<file path="src/rtl/ramp_ctrl_pkg.sv">
// Shared types, default parameters and Gray helper for the ramp ADC conversion controller.
package ramp_ctrl_pkg;

    typedef enum logic [2:0] {
        ST_IDLE      = 3'd0,
        ST_RESET_CNT = 3'd1,
        ST_SETTLE    = 3'd2,
        ST_CONVERT   = 3'd3,
        ST_READOUT   = 3'd4
    } state_t;

    localparam int DEF_WIDTH         = 8;
    localparam int DEF_RST_CYCLES    = 2;
    localparam int DEF_SETTLE_CYCLES = 4;

    function automatic logic [31:0] gray_enc(input logic [31:0] bin);
        return bin ^ (bin >> 1);
    endfunction

endpackage

</file>
<file path="src/rtl/ramp_conversion_ctrl_timer.sv">
// Loadable down-counter timing the RESET_CNT, SETTLE and CONVERT phases.
module ramp_phase_timer #(
    parameter int W = 8
) (
    input  logic         clk,
    input  logic         reset,
    input  logic         i_load,
    input  logic [W-1:0] i_load_val,
    input  logic         i_dec,
    output logic [W-1:0] o_count,
    output logic         o_tc
);

    logic [W-1:0] r_count;

    always_ff @(posedge clk) begin
        if (reset) begin
            r_count <= '0;
        end else if (i_load) begin
            r_count <= i_load_val;
        end else if (i_dec && (r_count != '0)) begin
            r_count <= r_count - W'(1);
        end
    end

    assign o_count = r_count;
    assign o_tc    = (r_count == '0);

endmodule

</file>
<file path="src/rtl/ramp_conversion_ctrl.sv">
// Ramp ADC conversion sequencer: counter clear, ramp settle, Gray-count ramp, readout handshake.
// Optional abort input and logic are built only when CONV_ABORT_EN is defined.
//
// state        | meaning
// ST_IDLE      | waiting for start; done pulses here for one cycle after readout
// ST_RESET_CNT | column latches cleared for RST_CYCLES cycles
// ST_SETTLE    | ramp settling for SETTLE_CYCLES cycles, ramp disabled
// ST_CONVERT   | ramp running, Gray count broadcast for 2^WIDTH cycles
// ST_READOUT   | final code held, data_valid until read_ack
module ramp_conversion_ctrl
    import ramp_ctrl_pkg::*;
#(
    parameter int WIDTH         = DEF_WIDTH,
    parameter int RST_CYCLES    = DEF_RST_CYCLES,
    parameter int SETTLE_CYCLES = DEF_SETTLE_CYCLES
) (
    input  logic             clk,
    input  logic             reset,
    input  logic             start,
    input  logic             read_ack,
`ifdef CONV_ABORT_EN
    input  logic             abort,
`endif
    output logic             busy,
    output logic             cnt_reset,
    output logic             ramp_en,
    output logic [WIDTH-1:0] gray_code,
    output logic             data_valid,
    output logic             done
);

    localparam int RW  = $clog2(RST_CYCLES + 1);
    localparam int SW  = $clog2(SETTLE_CYCLES + 1);
    localparam int TW0 = (WIDTH > RW) ? WIDTH : RW;
    localparam int TW  = (TW0 > SW) ? TW0 : SW;

    localparam logic [TW-1:0] LD_RST    = TW'(RST_CYCLES - 1);
    localparam logic [TW-1:0] LD_SETTLE = TW'(SETTLE_CYCLES - 1);
    localparam logic [TW-1:0] LD_CONV   = TW'((1 << WIDTH) - 1);

    state_t           r_state;
    state_t           w_state_nxt;
    logic             w_load;
    logic [TW-1:0]    w_load_val;
    logic             w_dec;
    logic [TW-1:0]    w_count;
    logic             w_tc;
    logic [WIDTH-1:0] w_bin_next;
    logic [WIDTH-1:0] w_gray_nxt;
    logic             w_done_nxt;
    logic [WIDTH-1:0] r_gray;
    logic             r_busy;
    logic             r_cnt_reset;
    logic             r_ramp_en;
    logic             r_data_valid;
    logic             r_done;

    ramp_phase_timer #(.W(TW)) u_timer (
        .clk        (clk),
        .reset      (reset),
        .i_load     (w_load),
        .i_load_val (w_load_val),
        .i_dec      (w_dec),
        .o_count    (w_count),
        .o_tc       (w_tc)
    );

    // CONVERT loads the timer with all-ones, so the binary count is its complement.
    assign w_bin_next = ~WIDTH'(w_count - TW'(1));

    always_comb begin
        w_state_nxt = r_state;
        w_load      = 1'b0;
        w_load_val  = '0;
        w_dec       = 1'b0;
        w_gray_nxt  = r_gray;
        w_done_nxt  = 1'b0;
        case (r_state)
            ST_IDLE: begin
                w_gray_nxt = '0;
                if (start) begin
                    w_state_nxt = ST_RESET_CNT;
                    w_load      = 1'b1;
                    w_load_val  = LD_RST;
                end
            end
            ST_RESET_CNT: begin
                w_gray_nxt = '0;
                if (w_tc) begin
                    w_state_nxt = ST_SETTLE;
                    w_load      = 1'b1;
                    w_load_val  = LD_SETTLE;
                end else begin
                    w_dec = 1'b1;
                end
            end
            ST_SETTLE: begin
                w_gray_nxt = '0;
                if (w_tc) begin
                    w_state_nxt = ST_CONVERT;
                    w_load      = 1'b1;
                    w_load_val  = LD_CONV;
                end else begin
                    w_dec = 1'b1;
                end
            end
            ST_CONVERT: begin
                if (w_tc) begin
                    w_state_nxt = ST_READOUT;
                end else begin
                    w_dec      = 1'b1;
                    w_gray_nxt = WIDTH'(gray_enc(32'(w_bin_next)));
                end
            end
            ST_READOUT: begin
                if (read_ack) begin
                    w_state_nxt = ST_IDLE;
                    w_gray_nxt  = '0;
                    w_done_nxt  = 1'b1;
                end
            end
            default: begin
                w_state_nxt = ST_IDLE;
                w_gray_nxt  = '0;
            end
        endcase
`ifdef CONV_ABORT_EN
        if (abort && (r_state != ST_IDLE)) begin
            w_state_nxt = ST_IDLE;
            w_load      = 1'b0;
            w_dec       = 1'b0;
            w_gray_nxt  = '0;
            w_done_nxt  = 1'b0;
        end
`endif
    end

    always_ff @(posedge clk) begin
        if (reset) begin
            r_state      <= ST_IDLE;
            r_gray       <= '0;
            r_busy       <= 1'b0;
            r_cnt_reset  <= 1'b0;
            r_ramp_en    <= 1'b0;
            r_data_valid <= 1'b0;
            r_done       <= 1'b0;
        end else begin
            r_state      <= w_state_nxt;
            r_gray       <= w_gray_nxt;
            r_busy       <= (w_state_nxt != ST_IDLE);
            r_cnt_reset  <= (w_state_nxt == ST_RESET_CNT);
            r_ramp_en    <= (w_state_nxt == ST_CONVERT);
            r_data_valid <= (w_state_nxt == ST_READOUT);
            r_done       <= w_done_nxt;
        end
    end

    assign busy       = r_busy;
    assign cnt_reset  = r_cnt_reset;
    assign ramp_en    = r_ramp_en;
    assign gray_code  = r_gray;
    assign data_valid = r_data_valid;
    assign done       = r_done;

endmodule
</file>
<file path="config.mk">
export PLATFORM = sky130hd
export DESIGN_NAME = ramp_conversion_ctrl
export DESIGN_NICKNAME = d
export VERILOG_FILES = /design/src/rtl/ramp_ctrl_pkg.sv /design/src/rtl/ramp_conversion_ctrl_timer.sv /design/src/rtl/ramp_conversion_ctrl.sv
export SDC_FILE = /design/constraint.sdc
export NUM_CORES = 1
export LEC_CHECK = 0
export CORE_ASPECT_RATIO = 1.75
export CORE_MARGIN = 1
export CORE_UTILIZATION = 48
export CTS_CLUSTER_SIZE = 20
export DETAILED_ROUTE_END_ITERATION = 8
export PLACE_DENSITY = 0.74
export SETUP_SLACK_MARGIN = 0.05
export SLEW_MARGIN = 0
export SYNTH_ARGS = -nofsm -noshare
export SYNTH_HDL_FRONTEND = slang
export SYNTH_SLANG_ARGS = --single-unit
export TNS_END_PERCENT = 50
</file>
<file path="constraint.sdc">
create_clock -name clk -period 1.7 [get_ports clk]
set_input_delay 0.51 -clock clk [delete_from_list [all_inputs] [get_ports clk]]
set_output_delay 0.51 -clock clk [all_outputs]
set_load 0.01 [all_outputs]
</file>
* Yosys cells after proc, flatten, opt, wreduce, memory -nomap -nowiden
Index checks and enable logic that the tools add are counted. Widths: inputs -> output; s select.
Word-level totals: bits in latches 0, RAM bits 0, output and inout bits 13, register bits after elaboration 24, logic and storage cells 52, memory bits (read-only) 0, memories kept 0
Operators by class: equality and inequality tests 9, $add $sub $neg 1, divide/modulo/power cells 0, mux-type cells 21, shifts and indexed selects 0, reduce and logical (&&, ||, !) cells 10, magnitude comparators 0, $mul 0, bitwise logic cells 3
Operators by type and width (number):
- $mux 8 | 5
- $pmux 8 s3 | 1
- $pmux 8 s2 | 1
- $mux 3 | 5
- $pmux 3 s5 | 1
- $eq 3x2->1 const B | 3
- $logic_not 8->1 | 1
- $not 8->8 | 1
- $reduce_bool 8->1 | 1
- $sub 8x1->8 const B | 1
- $xor 8x7->8 | 1
- $eq 3x1->1 const B | 2
- $eq 3x3->1 const B | 2
- $mux 1 | 6
- $ne 2x2->1 const B | 2
- $reduce_or 2->1 | 2
- $logic_not 3->1 | 1
- $reduce_bool 3->1 | 1
- $reduce_or 3->1 | 1
- $mux 2 | 1
- $pmux 1 s2 | 1
- $reduce_and 2->1 | 1
- $reduce_bool 2->1 | 1
- $logic_and 1x1->1 | 1
- $not 1->1 | 1

* Depth between registers and ports, before layout
depth in word-level cells 6, mapped depth 8

* Cells and area by module
Synthesis repeated with hierarchy kept, for this count alone.
Second synthesis, totals: cells, all modules 150, area, all modules 1311.3 um^2
By module, submodules not included:
- ramp_conversion_ctrl | sequential area each 320.3 um^2, cells each 91, times used 1, area an instance 795.8 um^2
- ramp_phase_timer | sequential area each 160.2 um^2, cells each 59, times used 1, area an instance 515.5 um^2

* Least setup slack after synthesis
No wires, ideal clock.
path type register to register, from reg u_timer.r_count[0] (netlist: u_timer.o_count[0]), to reg r_gray[2] (netlist: gray_code[2]), slack -0.062 ns, library setup time 0.061 ns, clock period less this slack 1.762 ns, required time 1.639 ns, path buffers 1, cell stages (with the launch flop) 8, data arrival time 1.701 ns, cell sequence dfxtp_1 > inv_1 > ha_1 > nor2b_1 > and3_1 > buf_2 > nor3_1 > a22o_1
Between the ends: cells in the longest elaborated chain, start to end 5
Ends and longest elaborated chain:
- from (decl) | RTL line ramp_conversion_ctrl_timer.sv:14 | logic [W-1:0] r_count;
- from (signal assigned) | RTL line ramp_conversion_ctrl_timer.sv:20 | r_count <= i_load_val;
- from (signal assigned) | RTL line ramp_conversion_ctrl_timer.sv:22 | r_count <= r_count - W'(1);
- $sub 8x1->8 | RTL line ramp_conversion_ctrl.sv:69 | assign w_bin_next = ~WIDTH'(w_count - TW'(1));
- $not 8->8 | RTL line ramp_conversion_ctrl.sv:69
- $xor 8x7->8 | RTL line ramp_ctrl_pkg.sv:17 | return bin ^ (bin >> 1);
- $mux 8 | RTL line ramp_conversion_ctrl.sv:108 | if (w_tc) begin
- $pmux 8 s2 | RTL line ramp_conversion_ctrl.sv:78 | case (r_state)
- to (signal assigned) | RTL line ramp_conversion_ctrl.sv:149 | r_gray <= w_gray_nxt;
- to (decl) | RTL line ramp_conversion_ctrl.sv:51 | logic [WIDTH-1:0] r_gray;
Parallel ways exist; a longest one is shown, timed or not. The select of a mux whose other input is x is not followed. A chain may end at the register's enable or synchronous reset.

* Worst setup path after layout
from reg u_timer.r_count[0] (netlist: u_timer.o_count[0]), to reg u_timer.r_count[5] (netlist: u_timer.o_count[5])
Between the ends: cells in the longest elaborated chain, start to end 5
Ends and longest elaborated chain:
- parallel branches: the longest is 5 deep, another holds $sub 8x1->8
Several ways; the timed one is not identified. The select of a mux whose other input is x is not followed.

==> flow_summary.json <==
{
  "hold_buffers": 0,
  "dr.first_iter.drc_count": 36,
  "postSynthCellCount": 140,
  "port_buffers": 16,
  "synthesis.area_mm2": 0.00127,
  "max_freq_ghz": 0.550,
  "dieArea_mm2": 0.00286,
  "globalplace.congestion": 0.936,
  "arrival_ps": 1990,
  "synthTopCellsByArea": "dfxtp_1, xnor2_1, a22o_1, xor2_1, nor2_1",
  "critical_path_required_ps": 1870,
  "async_flop_share": 0,
  "numCtsBuffers": 3,
  "track_usage": 0.269,
  "dp.final_hpwl_mm": 2.41,
  "rsz0062_at_grt": "yes",
  "yosysMostFrequentCell": "dfxtp_1",
  "worst_path_max_delay_cell": "or4_4",
  "setup.worst_path.class": "flop to flop",
  "fin_ws_ps": -118,
  "worstPathCellList": "buf_6 -> or4_4 -> nor2_4 -> xnor2_4 -> a21bo_1 -> a221oi_2",
  "r2r-end": "u_timer.o_count[5]",
  "cp-start-kind": "flop",
  "synth_commonest_cells": "dfxtp_1, nor2_1, nand2_1, xnor2_1",
  "finalSetupViolations": 4,
  "cts-root-buf": "clkbuf_8",
  "crit_end": "u_timer.o_count[5]",
  "avgRoutedWirePerCell_um": 18.1,
  "synth-main-ff-cell": "dfxtp_1",
  "grt_max_degree": 15,
  "synth_area_leader_cell": "dfxtp_1",
  "start_util": 0.508,
  "fin_crit_ps": 1820,
  "final_antenna_net_count": 0,
  "critical-path-max-stage-delay_ps": 560,
  "dieWidth_um": 40.8,
  "synth_nets": 146,
  "via_per_inst": 5.79,
  "dp_slack_ps": -239,
  "maxCapViolations": 0,
  "worstSkewPairLatency_ps": 260,
  "num_vias": 1192,
  "violations": "negative setup slack",
  "finClkSkew_ps": 4.76,
  "synth_edf_count": 0,
  "drc_errors": 0,
  "nets": 187,
  "clkTransAtPathRegs_ps": 90,
  "final_cells": 206,
  "antenna_found_initial": 0,
  "rrSetupSlack_ps": -120,
  "drt-pass1-iter-count": 4,
  "status": "complete, but fails checks",
  "routed_wl_mm": 3.74,
  "setup-tns-final_ps": -187,
  "hold_path_class": "flop to flop",
  "tightestPinTransition_ps": 405,
  "die_y_um": 69.9,
  "cts_buffer_depth": 2,
  "grt_pass1_vias": 1189,
  "coreArea_mm2": 0.00249,
  "fp-row-count": 24,
  "setup.worst_path.start": "u_timer.o_count[0]",
  "grt_pass1_wl_mm": 5.35,
  "pin_count": 17,
  "cts_max_level": 1,
  "synth.avg_cell_area_um2": 9.04,
  "power_leakage_nw": 0.792,
  "ys_seq_area_frac": 0.379,
  "clock-sinks": 24,
  "relSlewSlack": 0.728,
  "cts_tree": "built",
  "endpoint_kind": "flop",
  "hold_viol_final": 0,
  "yosys.area.top_type_share": 0.379,
  "synth.distinct_cells": 42,
  "reg2reg_from": "u_timer.o_count[0]",
  "power_density_mw_per_mm2": 2490,
  "drive_gt1_frac": 0.339,
  "final_util": 0.742,
  "antennaDiodeCount": 0,
  "p_total_mw": 4.61,
  "area_delta_synth_final_pct": 46.0,
  "yosys_warnings": 0,
  "slew_viol_final": 0,
  "reg2regPathDepth": 6,
  "cp_max_fo": 3,
  "fin_crit_sh": 1.07,
  "globalRoute.totalOverflow": 0,
  "place_inst": 199,
  "irDropWorstVdd_uv": 1370,
  "ys_ff_latch": 24
}
[final cells by class]
type,instances,area (um^2)
Sequential cell,24,484
Multi-Input combinational cell,103,870
Clock buffer,3,41.3
Fill cell,169,643
Inverter,5,18.8
Clock inverter,1,30.0
Tap cell,26,32.5
Timing Repair Buffer,44,373
[cell usage in the layout (no fill, tap or decap), drive strengths merged, types with 2 or more instances in the layout]
cell type,count
clkbuf,3
nor3,5
mux2i,3
nand2,9
a31oi,4
xnor2,9
dlygate4sd2,8
nor2b,5
a21oi,5
clkdlybuf4s50,6
nand3,2
dlymetal6s2s,2
inv,5
and2,2
dfxtp,24
o21ai,7
nor2,13
or2,3
and3,2
xor2,6
buf,28
a22o,6
a221oi,3
ha,2
nand2b,3
nand3b,2
nor4,2
[kinds of logic (layout without fill, tap and decap cells)]
family | after synthesis | count (layout) | share of synthesized area
compound gates | 32 | 32 | 0.185
xor+xnor | 15 | 15 | 0.110
fa+ha+maj | 2 | 2 | 0.0198
buf+inv | 13 | 53 | 0.0464
flops | 24 | 24 | 0.379
mux | 3 | 3 | 0.0237
simple gates | 51 | 51 | 0.236
[what timing repair did]
action / CTS / global route
endpoints found under the setup margin: 28 / 20
cloned: 0 / 0
pin swaps: 5 / 6
setup buffers: 2 / 1
endpoints found under the hold margin: 0 / 0
gates resized for setup: 23 / 18
[registers in the layout (all words and copies together) (netlist names)]
register	cells
data_valid	1
gray_code	8
r_state	3
busy	1
done	1
u_timer.o_count	8
ramp_en	1
cnt_reset	1
[report_power, final]
part	leakage (nW)	switching (mW)	total [mW]	internal, mW
clock	0.0357	0.186	0.501	0.315
combinational	0.560	1.67	3.28	1.62
sequential	0.197	0.124	0.823	0.700
total	0.792	1.98	4.61	2.63
[worst max-delay path: cells and delay by family (launching register included)]
family / cells / cell delay (ps)
AOI/OAI and AO/OA: 2 / 450
and+or+nand+nor: 2 / 720
xor gates and xnor gates: 1 / 100
DFF: 1 / 340
buffers and inverters: 1 / 110
[how the worst min path moves through the flow]
stage / start / endpoint / cells after the start
3_3_place_gp: gray_code[3] / gray_code[3] / 1
2_1_floorplan: u_timer.o_count[1] / u_timer.o_count[1] / 2
5_1_grt: gray_code[2] / gray_code[2] / 1
3_5_place_dp: gray_code[2] / gray_code[2] / 1
6_report: gray_code[2] / gray_code[2] / 1
4_1_cts: gray_code[2] / gray_code[2] / 1
[stage by stage]
step / cell area, um^2 / hold slack (ps)
final: 1850 / 480
after global routing: 1850 / 504
after CTS: 1760 / 485
after detailed placement: 1610 / 468
after global placement: 1610 / 462
after floorplan: 1270 / 459
[routing by layer]
layer | GRT usage | vias to the layer above | share of wire
met5 | 0 | - | 0
met3 | 0.0413 | 6 | 0.021
met4 | 0.159 | 0 | 0.023
met2 | 0.467 | 22 | 0.57
li1 | - | 575 | -
met1 | 0.265 | 589 | 0.38
No activity file was read; power rests on OpenSTA's default activity.
